--- src/rtl/wb_ram_arbiter.sv ---
`timescale 1ns/1ps
// Round-robin two-master Wishbone B3 arbiter sharing the RAM data port between ibus (m0) and dbus (m1).
// A grant is held for a whole bus cycle; a watchdog turns a hung slave access into err to the owner.
module wb_ram_arbiter #(
    parameter int AW      = 32,
    parameter int DW      = 32,
    parameter int TIMEOUT = 256
) (
    input  logic              wb_clk_i,
    input  logic              wb_rst_n_i,
    input  logic [AW-1:0]     m0_adr_i,
    input  logic [DW-1:0]     m0_dat_i,
    input  logic [DW/8-1:0]   m0_sel_i,
    input  logic              m0_we_i,
    input  logic              m0_cyc_i,
    input  logic              m0_stb_i,
    input  logic [2:0]        m0_cti_i,
    input  logic [1:0]        m0_bte_i,
    output logic [DW-1:0]     m0_dat_o,
    output logic              m0_ack_o,
    output logic              m0_err_o,
    output logic              m0_rty_o,
    input  logic [AW-1:0]     m1_adr_i,
    input  logic [DW-1:0]     m1_dat_i,
    input  logic [DW/8-1:0]   m1_sel_i,
    input  logic              m1_we_i,
    input  logic              m1_cyc_i,
    input  logic              m1_stb_i,
    input  logic [2:0]        m1_cti_i,
    input  logic [1:0]        m1_bte_i,
    output logic [DW-1:0]     m1_dat_o,
    output logic              m1_ack_o,
    output logic              m1_err_o,
    output logic              m1_rty_o,
    output logic [AW-1:0]     s_adr_o,
    output logic [DW-1:0]     s_dat_o,
    output logic [DW/8-1:0]   s_sel_o,
    output logic              s_we_o,
    output logic              s_cyc_o,
    output logic              s_stb_o,
    output logic [2:0]        s_cti_o,
    output logic [1:0]        s_bte_o,
    input  logic [DW-1:0]     s_dat_i,
    input  logic              s_ack_i,
    input  logic              s_err_i,
    input  logic              s_rty_i,
    output logic [1:0]        grant_o,
    output logic              timeout_o
);
    localparam int SW = DW / 8;
    localparam int WW = (TIMEOUT > 1) ? $clog2(TIMEOUT) : 1;
    localparam logic [WW-1:0] WDOG_LAST = WW'((TIMEOUT > 0) ? TIMEOUT - 1 : 0);
    localparam bit WDOG_EN = (TIMEOUT != 0);

    typedef enum logic [1:0] {IDLE, OWN0, OWN1, ABORT} state_t;

    state_t        state_reg, state_next;
    logic          last_reg, last_next;
    logic          owner_reg, owner_next;
    logic [WW-1:0] wdog_reg, wdog_next;

    logic [AW-1:0] adr_m [2];
    logic [DW-1:0] dat_m [2];
    logic [SW-1:0] sel_m [2];
    logic [2:0]    cti_m [2];
    logic [1:0]    bte_m [2];
    logic [1:0]    we_m, cyc_m, stb_m;

    assign adr_m[0] = m0_adr_i;  assign adr_m[1] = m1_adr_i;
    assign dat_m[0] = m0_dat_i;  assign dat_m[1] = m1_dat_i;
    assign sel_m[0] = m0_sel_i;  assign sel_m[1] = m1_sel_i;
    assign cti_m[0] = m0_cti_i;  assign cti_m[1] = m1_cti_i;
    assign bte_m[0] = m0_bte_i;  assign bte_m[1] = m1_bte_i;
    assign we_m     = {m1_we_i, m0_we_i};
    assign cyc_m    = {m1_cyc_i, m0_cyc_i};
    assign stb_m    = {m1_stb_i, m0_stb_i};

    logic owning, own_cyc, resp, pending, expire;

    assign owning  = (state_reg == OWN0) || (state_reg == OWN1);
    assign own_cyc = cyc_m[owner_reg];

    // Request path is a pure mux so a dropped owner cyc reaches the slave in the same cycle.
    assign s_cyc_o = owning & own_cyc;
    assign s_stb_o = owning & stb_m[owner_reg];
    assign s_we_o  = owning & we_m[owner_reg];
    assign s_adr_o = owning ? adr_m[owner_reg] : '0;
    assign s_dat_o = owning ? dat_m[owner_reg] : '0;
    assign s_sel_o = owning ? sel_m[owner_reg] : '0;
    assign s_cti_o = owning ? cti_m[owner_reg] : '0;
    assign s_bte_o = owning ? bte_m[owner_reg] : '0;

    assign resp      = s_ack_i | s_err_i | s_rty_i;
    assign pending   = s_cyc_o & s_stb_o & ~resp;
    assign expire    = WDOG_EN && pending && (wdog_reg == WDOG_LAST);
    assign timeout_o = expire;

    always_comb begin
        grant_o = 2'b00;
        if (state_reg != IDLE) begin
            grant_o = owner_reg ? 2'b10 : 2'b01;
        end
    end

    logic [1:0] ack_v, err_v, rty_v;

    genvar gi;
    generate
        for (gi = 0; gi < 2; gi++) begin : g_resp
            logic mine;
            assign mine      = owning && (owner_reg == 1'(gi));
            assign ack_v[gi] = mine & s_ack_i;
            assign err_v[gi] = mine & (s_err_i | expire);
            assign rty_v[gi] = mine & s_rty_i;
        end
    endgenerate

    assign m0_ack_o = ack_v[0];
    assign m0_err_o = err_v[0];
    assign m0_rty_o = rty_v[0];
    assign m1_ack_o = ack_v[1];
    assign m1_err_o = err_v[1];
    assign m1_rty_o = rty_v[1];
    assign m0_dat_o = s_dat_i;
    assign m1_dat_o = s_dat_i;

    always_comb begin
        state_next = state_reg;
        last_next  = last_reg;
        owner_next = owner_reg;
        wdog_next  = '0;
        case (state_reg)
            IDLE: begin
                // On a tie the master that was not served last wins.
                if (cyc_m[0] && (!cyc_m[1] || last_reg)) begin
                    state_next = OWN0;
                    owner_next = 1'b0;
                end else if (cyc_m[1]) begin
                    state_next = OWN1;
                    owner_next = 1'b1;
                end
            end
            OWN0, OWN1: begin
                if (!own_cyc) begin
                    state_next = IDLE;
                    last_next  = owner_reg;
                end else if (expire) begin
                    state_next = ABORT;
                end else if (pending && WDOG_EN) begin
                    wdog_next = wdog_reg + 1'b1;
                end
            end
            ABORT: begin
                if (!own_cyc) begin
                    state_next = IDLE;
                    last_next  = owner_reg;
                end
            end
            default: state_next = IDLE;
        endcase
    end

    always_ff @(posedge wb_clk_i or negedge wb_rst_n_i) begin
        if (!wb_rst_n_i) begin
            state_reg <= IDLE;
            last_reg  <= 1'b1;
            owner_reg <= 1'b0;
            wdog_reg  <= '0;
        end else begin
            state_reg <= state_next;
            last_reg  <= last_next;
            owner_reg <= owner_next;
            wdog_reg  <= wdog_next;
        end
    end
endmodule

--- config.mk ---
export PLATFORM = sky130hd
export DESIGN_NAME = wb_ram_arbiter
export DESIGN_NICKNAME = d
export VERILOG_FILES = /design/src/rtl/wb_ram_arbiter.sv
export SDC_FILE = /design/constraint.sdc
export NUM_CORES = 1
export LEC_CHECK = 0
export BUFFER_PORTS_ARGS = -buffer_cell sky130_fd_sc_hd__clkbuf_2
export CAP_MARGIN = 20
export CORE_AREA = 2 2 130 132
export DETAILED_ROUTE_END_ITERATION = 12
export DIE_AREA = 0 0 132 134
export GPL_TIMING_DRIVEN = 0
export SLEW_MARGIN = 20
export SYNTH_ARGS = -nofsm -noshare
export SYNTH_HDL_FRONTEND = slang
export SYNTH_SLANG_ARGS = --single-unit
--- constraint.sdc ---
create_clock -name wb_clk_i -period 2.5 [get_ports wb_clk_i]
set_input_delay 0.25 -clock wb_clk_i [delete_from_list [all_inputs] [get_ports wb_clk_i]]
set_output_delay 0.25 -clock wb_clk_i [all_outputs]
set_load 0.01 [all_outputs]
# Word level (Yosys, flattened, before mapping)
# Cells that the tools add are included.
[op_classes] n_addsub=1 magnitude_cmp=2 eq_ne=7 muxes=40 bitwise_logic=18 n_reduce_logical=15
[ops] operator="$mux 32" n=8
[ops] operator="$mux 8" n=4
[ops] operator="$mux 2" n=11
[ops] operator="$mux 4" n=4
[ops] operator="$mux 3" n=4
[ops] operator="$and 1x1->1" n=11
[ops] operator="$add 8x1->8 const B" n=1
[ops] operator="$eq 8x8->1 const B" n=1
[ops] operator="$mux 1" n=8
[ops] operator="$ne 3x3->1 const B" n=2
[ops] operator="$pmux 2 s3" n=1
[ops] operator="$eq 2x2->1 const B" n=2
[ops] operator="$logic_and 1x1->1" n=4
[ops] operator="$reduce_and 2->1" n=2
[ops] operator="$reduce_bool 2->1" n=2
[ops] operator="$not 1->1" n=3
[ops] operator="$or 1x1->1" n=3
[ops] operator="$reduce_and 3->1" n=1
[ops] operator="$reduce_or 3->1" n=1
[ops] operator="$eq 2x1->1 const B" n=1
[ops] operator="$ge 2x2->1 const B" n=1
[ops] operator="$logic_not 2->1" n=1
[ops] operator="$logic_or 1x1->1" n=2
[ops] operator="$lt 1x2->1 const B" n=1
[ops] operator="4 further kinds" n=4
[word_totals] regBits=12 in_bits=189 out_inout_bits=149 wordCells=87

# Depth between registers and ports, before layout
# Gate-level depths: netlist of the first run.
[logic_depth] word_depth=9 ltp_mapped=6 depth_no_buf=6

# Worst setup path after synthesis of the first run
# No wires, ideal clock.
[synth_timing] path_kind="reg-to-output" from="register state_reg[0]" to="output port m0_err_o" arrival_ns=1.880 required_time_ns=2.250 slack_ns=0.370 path_stages_with_launch=7 path_buffers=0 cell_sequence="dfrtp_1 inv_1 ha_1 or4b_4 nor4b_2 a21oi_1 nor3_1"
[synth_via] elab_chain_len=8 elab_cells_between_ends=11 cone_classes="eq/ne (2); bitwise (6); reduce/logical (3)"
[synth_lines] element="from (decl)" line="57" source="state_t state_reg, state_next;"
[synth_lines] element="from (signal assigned)" line="170" source="state_reg <= state_next;"
[synth_lines] element="$eq 2x1->1 / $eq 2x2->1 (equally long branches)" line="80" source="assign owning = (state_reg == OWN0) || (state_reg == OWN1);"
[synth_lines] element="$logic_or 1x1->1 *" line="80"
[synth_lines] element="$and 1x1->1 (on tied branches)" line="84, 85"
[synth_lines] element="$and 1x1->1 (2 in a row)" line="94" source="assign pending = s_cyc_o & s_stb_o & ~resp;"
[synth_lines] element="$logic_and 1x1->1" line="95" source="assign expire = WDOG_EN && pending && (wdog_reg == WDOG_LAST);"
[synth_lines] element="$or 1x1->1" line="113" source="assign err_v[gi] = mine & (s_err_i | expire);"
[synth_lines] element="$and 1x1->1 *" line="113"
[synth_lines] element="to (decl)" line="21" source="output logic m0_err_o,"
# Mark *: on every way between the ends. The rest lies on a longest branch, timed or not.

# Worst setup path after layout of the first run
[layout_timing] from="register state_reg[1]" to="output port timeout_o"
[layout_via] elab_chain_len=6 elab_cells_between_ends=8 cone_classes="eq/ne (2); bitwise (4); reduce/logical (2)"
[layout_lines] element="$eq 2x1->1 / $eq 2x2->1 (equally long branches)" line="80"
[layout_lines] element="$logic_or 1x1->1 *" line="80"
[layout_lines] element="$and 1x1->1 (on tied branches)" line="84, 85"
[layout_lines] element="$and 1x1->1 * (2 in a row)" line="94"
[layout_lines] element="$logic_and 1x1->1 *" line="95"
[layout_lines] element="to (decl)" line="48" source="output logic timeout_o"
# Marked as above.

==> results.sh, run 1 <==
export IMPL_dr_pass1_iters=4
export IMPL_outcome="completed"
export IMPL_peakVddDrop_mv=0.415
export IMPL_detail_route_antenna_nets=0
export IMPL_clk_latency_ps=240
export IMPL_largest_register_ffs=8
export IMPL_cts_sinks=12
export IMPL_drv_slew=0
export IMPL_num_vias=3100
export IMPL_holdWs_ps=250
export IMPL_synth_top_family_by_area="multiplexers"
export IMPL_synth_area_leaders="mux2i_1, buf_4, nor2_1"
export IMPL_synth_compound_area_share_pct=2.33
export IMPL_numPortBuffers=305
export IMPL_ios=338
export IMPL_synth_avg_cell_area_um2=7.46
export IMPL_finalClockSkew_ps=2.91
export IMPL_finalSetupViolCount=0
export IMPL_syn_nets=502
export IMPL_synth_commonest_cells="nor2_1, mux2i_1, buf_4"
export IMPL_yosys_area_share_simple_pct=21.1
export IMPL_ys_flop_type="dfrtp_1"
export IMPL_crit_path_start_kind="flip-flop"
export IMPL_ys_types=33
export IMPL_async_flop_share_pct=100
export IMPL_die_area_mm2=0.0177
export IMPL_ys_seq_area_share_pct=13.1
export IMPL_drt_iter0_drc=77
export IMPL_grt_pass1_wl_um=16200
export IMPL_place_ws_ps=-17.9
export IMPL_clkTransAtPathRegs_ps=40
export IMPL_synthMuxAreaShare_pct=34.1
export IMPL_cts_tree="yes"
export IMPL_synthToLayoutAreaGrowth_pct=85.5
export IMPL_netlist_area_mm2=0.00230
export IMPL_crit_type="flip-flop to primary output"
export IMPL_synthAdderAreaFrac_pct=2.17
export IMPL_final_util_pct=26.2
export IMPL_worstPathArrival_ps=2150
export IMPL_drive_gt1_share_pct=64.0
export IMPL_die_width_um=132
export IMPL_p_leak_uw=0.00263
export IMPL_endpoint_kind="primary output"
export IMPL_initial_core_util_pct=14.1
export IMPL_nets=816
export IMPL_antennaDiodeCount=0
export IMPL_routed_wl_um=11300
export IMPL_grt_setup_unrepaired="yes"
export IMPL_synthMostInstantiatedCell="nor2_1"
export IMPL_grt_ovfl_total=0
export IMPL_crit_required_ps=2250
export IMPL_dp_hpwl_um=10100
export IMPL_route_detailed_drc=0
export IMPL_grt_usage_pct=11.5
export IMPL_power_uw=4280
export IMPL_numCtsBuffers=3
export IMPL_yosys_area_top_type="mux2i_1"
export IMPL_synth_top_area_share_pct=33.0
export IMPL_cts_buffer_depth=2
export IMPL_clockRootBuffer="clkbuf_16"
export IMPL_powerDensity_mw_per_mm2=1000
export IMPL_hold_viol=0
export IMPL_synth_seq_cells=12
export IMPL_worstMarginPinSlew_ps=779
export IMPL_synth_edf_count=0
export IMPL_rows=47
export IMPL_fp_dieH_um=134
export IMPL_finalCriticalPeriod_ps=2400
export IMPL_grt_max_degree=13
export IMPL_synth_xor_xnor_area_share_pct=2.28
export IMPL_ys_warn_count=0
export IMPL_maxCapViolations=0
export IMPL_place_inst=834
export IMPL_h_tree_depth=1
export IMPL_first_global_vias=3040
export IMPL_post_drt_via_cell_ratio=3.68
export IMPL_instances_no_fill=842
export IMPL_postSynthCellCount=309
export IMPL_antenna_found_initial=0
export IMPL_min_period_over_period_pct=96.0
export IMPL_crit_fanout=3
export IMPL_core_area_mm2=0.0163
export IMPL_gp_congestion=0.799
export IMPL_hold_path_class="input port to flip-flop"
export IMPL_fmax_mhz=417
export IMPL_slew_limit_headroom_pct=48.1
export IMPL_avgRoutedWirePerCell_um=13.4
export IMPL_setup_slack_ps=99.5
==> metrics by stage <==
| step | instance area [um^2] | TNS (ps) |
|---|---|---|
| after floorplan | 2300 | 0 |
| after global placement | 4110 | -99.5 |
| after detailed placement | 4110 | -92.4 |
| after CTS | 4260 | 0 |
| after global routing | 4280 | -58.8 |
| final | 4280 | 0 |
==> area by class of cell <==
type                       count  area, um^2
fill                        1858       12000
timing repair buffer         309        1560
multi-input combinational    210        1470
buffer                        82         566
sequential                    12         302
tap                          220         275
clock buffer                   4        88.8
inverter                       5        20.0
==> kinds of logic after synthesis <==
family	count (synthesis)
buffers and inverters	87
adder cells (fa/ha/maj)	4
XOR/XNOR	6
flip-flops	12
multiplexers	78
AO/OA/AOI/OAI	10
AND/OR/NAND/NOR	112
==> worst paths after layout <==
path                            slack, ps    startpoint           end  depth (start not counted)
worst max-delay path                  100  state_reg[1]     timeout_o                          6
worst min-delay path                  250      m0_cyc_i     owner_reg                          2
worst max register to register        390  state_reg[1]  state_reg[0]                          6
worst min register to register        490   wdog_reg[0]   wdog_reg[0]                          1
max in group asynchronous            1780    wb_rst_n_i      last_reg                          2
min in group asynchronous             440    wb_rst_n_i   wdog_reg[4]                          2
==> layout by cell type, fill, tap and decap left out, types with 2 or more instances in the layout <==
cell / synthesis / routed
clkbuf_16: 0 / 3
buf_2: 5 / 9
clkbuf_2: 0 / 304
dfrtp_1: 11 / 11
buf_4: 64 / 67
mux2i_1: 76 / 76
nor2_1: 89 / 89
xnor2_1: 2 / 2
inv_2: 0 / 2
o21ai_0: 4 / 4
nand2_1: 5 / 5
ha_1: 4 / 3
and3_1: 2 / 2
nor3_2: 0 / 2
o21ai_1: 2 / 2
xor2_1: 4 / 4
clkbuf_1: 11 / 8
inv_1: 4 / 2
nand3_1: 3 / 3
nor3b_1: 2 / 2
nand4_1: 2 / 2
==> where the power goes <==
group / total (uW) / switching [uW] / leakage [uW] / internal (uW)
combinational: 3700 / 2190 / 0.00243 / 1510
sequential: 252 / 18.3 / 0.000158 / 234
clock: 327 / 85.0 / 0.0000442 / 242
==> repair_timing <==
| action | in CTS | in global routing |
|---|---|---|
| hold buffers | 1 | 0 |
| gates resized for setup | 10 | 8 |
| endpoints found under the setup margin | 71 | 10 |
| pin swaps | 2 | 2 |
| buffers inserted | 2 | 1 |
| hold endpoints to repair | 11 | 0 |
==> metal layers <==
layer / vias to the layer above / GRT usage, % / wire length, um
met5: - / 0 / 0
met4: 0 / 0.543 / 9
met3: 2 / 2.83 / 896
met2: 161 / 21.0 / 5670
met1: 1350 / 14.4 / 4680
li1: 1587 / - / -
==> worst max-delay path, stage by stage (launching register included) <==
cell and delay (ps):
dfrtp_1 360, inv_2 70, ha_4 280, or4b_4 500, or3_1 370, nor3_2 170
buf_2 160
No activity file was read; power rests on OpenSTA's default activity.
==> run 2, diff against run 1 <==
Settings changed: PLACE_DENSITY set to 0.53, RECOVER_POWER set to 50.
==> run 2 against run 1 <==
Sequential share of layout area rose by 0.12 points. Total power fell by 2.2%. Critical path depth unchanged. Non-clock buffer count stayed put. Die area unchanged. Flip-flop and latch count did not move. Largest power group unchanged.
==> results.sh, run 2 (synthesis results as in run 1) <==
export IMPL_antennaDiodeCount=0
export IMPL_route_detailed_drc=0
export IMPL_reg2reg_to="wdog_reg[4]"
export IMPL_fillCellCount=1892
export IMPL_avgRoutedWirePerCell_um=12.6
export IMPL_h_tree_depth=1
export IMPL_switching_share_pct=52.9
export IMPL_ios=338
export IMPL_final_common_cell="clkbuf_2"
export IMPL_detail_route_antenna_nets=0
export IMPL_crit_path_start_kind="flip-flop"
export IMPL_drt_iter0_drc=56
export IMPL_post_drt_via_cell_ratio=3.64
export IMPL_cts_tree="yes"
export IMPL_power_uw=4190
export IMPL_largest_register_ffs=8
export IMPL_gp_congestion=0.755
export IMPL_outcome="completed"
export IMPL_cp_cell_sequence="inv_2, ha_4, or4b_4, or3_4, nor3_2, buf_2"
export IMPL_grt_max_degree=13
export IMPL_path_delay_family="simple AND/OR/NAND/NOR gates"
export IMPL_synthToLayoutAreaGrowth_pct=82.4
export IMPL_powerDensity_mw_per_mm2=996
export IMPL_grt_pass1_wl_um=15400
export IMPL_switchingPower_uw=2210
export IMPL_finalClockSkew_ps=1.27
export IMPL_initial_core_util_pct=14.1
export IMPL_hold_path_class="input port to flip-flop"
export IMPL_r2r_start="state_reg[0]"
export IMPL_r2r_cells=7
export IMPL_clkTransAtPathRegs_ps=40
export IMPL_finalSetupViolCount=0
export IMPL_pwr_share_comb_pct=86.4
export IMPL_numPortBuffers=305
export IMPL_p_int_uw=1970
export IMPL_nets=816
export IMPL_hold_viol=0
export IMPL_register_area_um2=302
export IMPL_dr_pass1_iters=4
export IMPL_slew_limit_headroom_pct=51.0
export IMPL_min_period_over_period_pct=97.0
export IMPL_die_width_um=132
export IMPL_fmax_mhz=412
export IMPL_crit_required_ps=2250
export IMPL_worstPathArrival_ps=2180
export IMPL_dp_hpwl_um=9490
export IMPL_clk_latency_ps=230
export IMPL_min_to="owner_reg"
export IMPL_maxCapViolations=0
export IMPL_grt_ovfl_total=0
export IMPL_grt_usage_pct=10.7
export IMPL_grt_setup_unrepaired="yes"
export IMPL_core_area_mm2=0.0163
export IMPL_pwr_share_clk_pct=7.6
export IMPL_multiInputGateArea_mm2=0.00147
export IMPL_endpoint_kind="primary output"
export IMPL_final_cell_mix="clkbuf_2, nor2_1, mux2i_1"
export IMPL_p_leak_uw=0.00244
export IMPL_finalCriticalPeriod_ps=2430
export IMPL_antenna_found_initial=0
export IMPL_hold_start="m0_cyc_i"
export IMPL_die_area_mm2=0.0177
export IMPL_clockRootBuffer="clkbuf_16"
export IMPL_peakVddDrop_mv=0.361
export IMPL_crit_type="flip-flop to primary output"
export IMPL_drv_slew=0
export IMPL_worstMarginPinSlew_ps=736
export IMPL_rrSetupSlack_ps=340
export IMPL_num_vias=3063
export IMPL_fp_dieH_um=134
export IMPL_cpPeakStageDelay_ps=510
export IMPL_drive_gt1_share_pct=54.0
export IMPL_cp_slowest_cell="or4b_4"
export IMPL_rows=47
export IMPL_holdPathStages=2
export IMPL_stdcell_area_mm2=0.00420
export IMPL_numCtsBuffers=3
export IMPL_critPathBufInv=2
export IMPL_placed_cell_area_mm2=0.00411
export IMPL_first_global_vias=2873
export IMPL_pwr_share_seq_pct=6.0
export IMPL_routed_wl_um=10600
export IMPL_cts_sinks=12
export IMPL_cts_buffer_depth=2
export IMPL_crit_fanout=5
run 2: power by group through the flow:
stage	logic (uW)	clock network [uW]	registers [uW]
detailed placement	3610	0	252
floorplan	2130	0	249
CTS	3680	329	249
global placement	3610	0	252
global route	3960	338	257
finish	3620	317	253
run 2: through the flow:
stage | hold WS [ps] | setup slack (ps) | setup TNS (ps) | std cells | utilization [%]
after floorplan | -45.6 | 370 | 0 | 309 | -
after global placement | 150 | -173 | -1020 | 834 | 25.2
after detailed placement | 154 | -120 | -573 | 834 | 25.2
after CTS | 259 | 6.45 | 0 | 839 | 26.1
after global routing | 277 | -87.2 | -180 | 842 | 25.8
final | 267 | 73.9 | 0 | 842 | 25.8
run 2: area by class of cell:
class                      instances  area share [%]
multi-input combinational        210            35.1
timing repair buffer             309            35.1
inverter                           5           0.476
sequential                        12            7.17
clock buffer                       4            2.11
tap                              220            6.55
buffer                            82            13.5
run 2: worst register-to-register path, delay by kind of cell (launching register included):
| kind | cells | cell delay, ps |
|---|---|---|
| AO/OA/AOI/OAI | 1 | 180 |
| flip-flops | 1 | 380 |
| AND/OR/NAND/NOR | 3 | 1000 |
| buffers and inverters | 2 | 220 |
| adder cells (fa/ha/maj) | 1 | 300 |
run 2: worst max path at each step:
stage	startpoint	endpoint	slack (ps)	cells past startpoint
final	state_reg[0]	timeout_o	70	6
after global routing	state_reg[0]	m1_err_o	-90	7
after CTS	owner_reg	s_dat_o[26]	6	6
after detailed placement	state_reg[0]	s_dat_o[20]	-120	7
after global placement	state_reg[0]	s_dat_o[20]	-170	7
after floorplan	state_reg[0]	m0_err_o	370	6
run 2: per-layer routing:
layer	GRT usage [%]	up-vias	wire length [um]
li1	-	1589	-
met1	13.5	1321	4340
met2	19.8	149	5540
met3	1.93	4	703
met4	0.906	0	34
met5	0	-	0
run 2: repair_timing:
action / 4_1_cts / 5_1_grt
buffers inserted: 0 / 3
hold endpoints to repair: 11 / 0
endpoints found under the setup margin: 70 / 28
pin swaps: 0 / 4
resized for setup: 10 / 12
hold buffers: 1 / 0
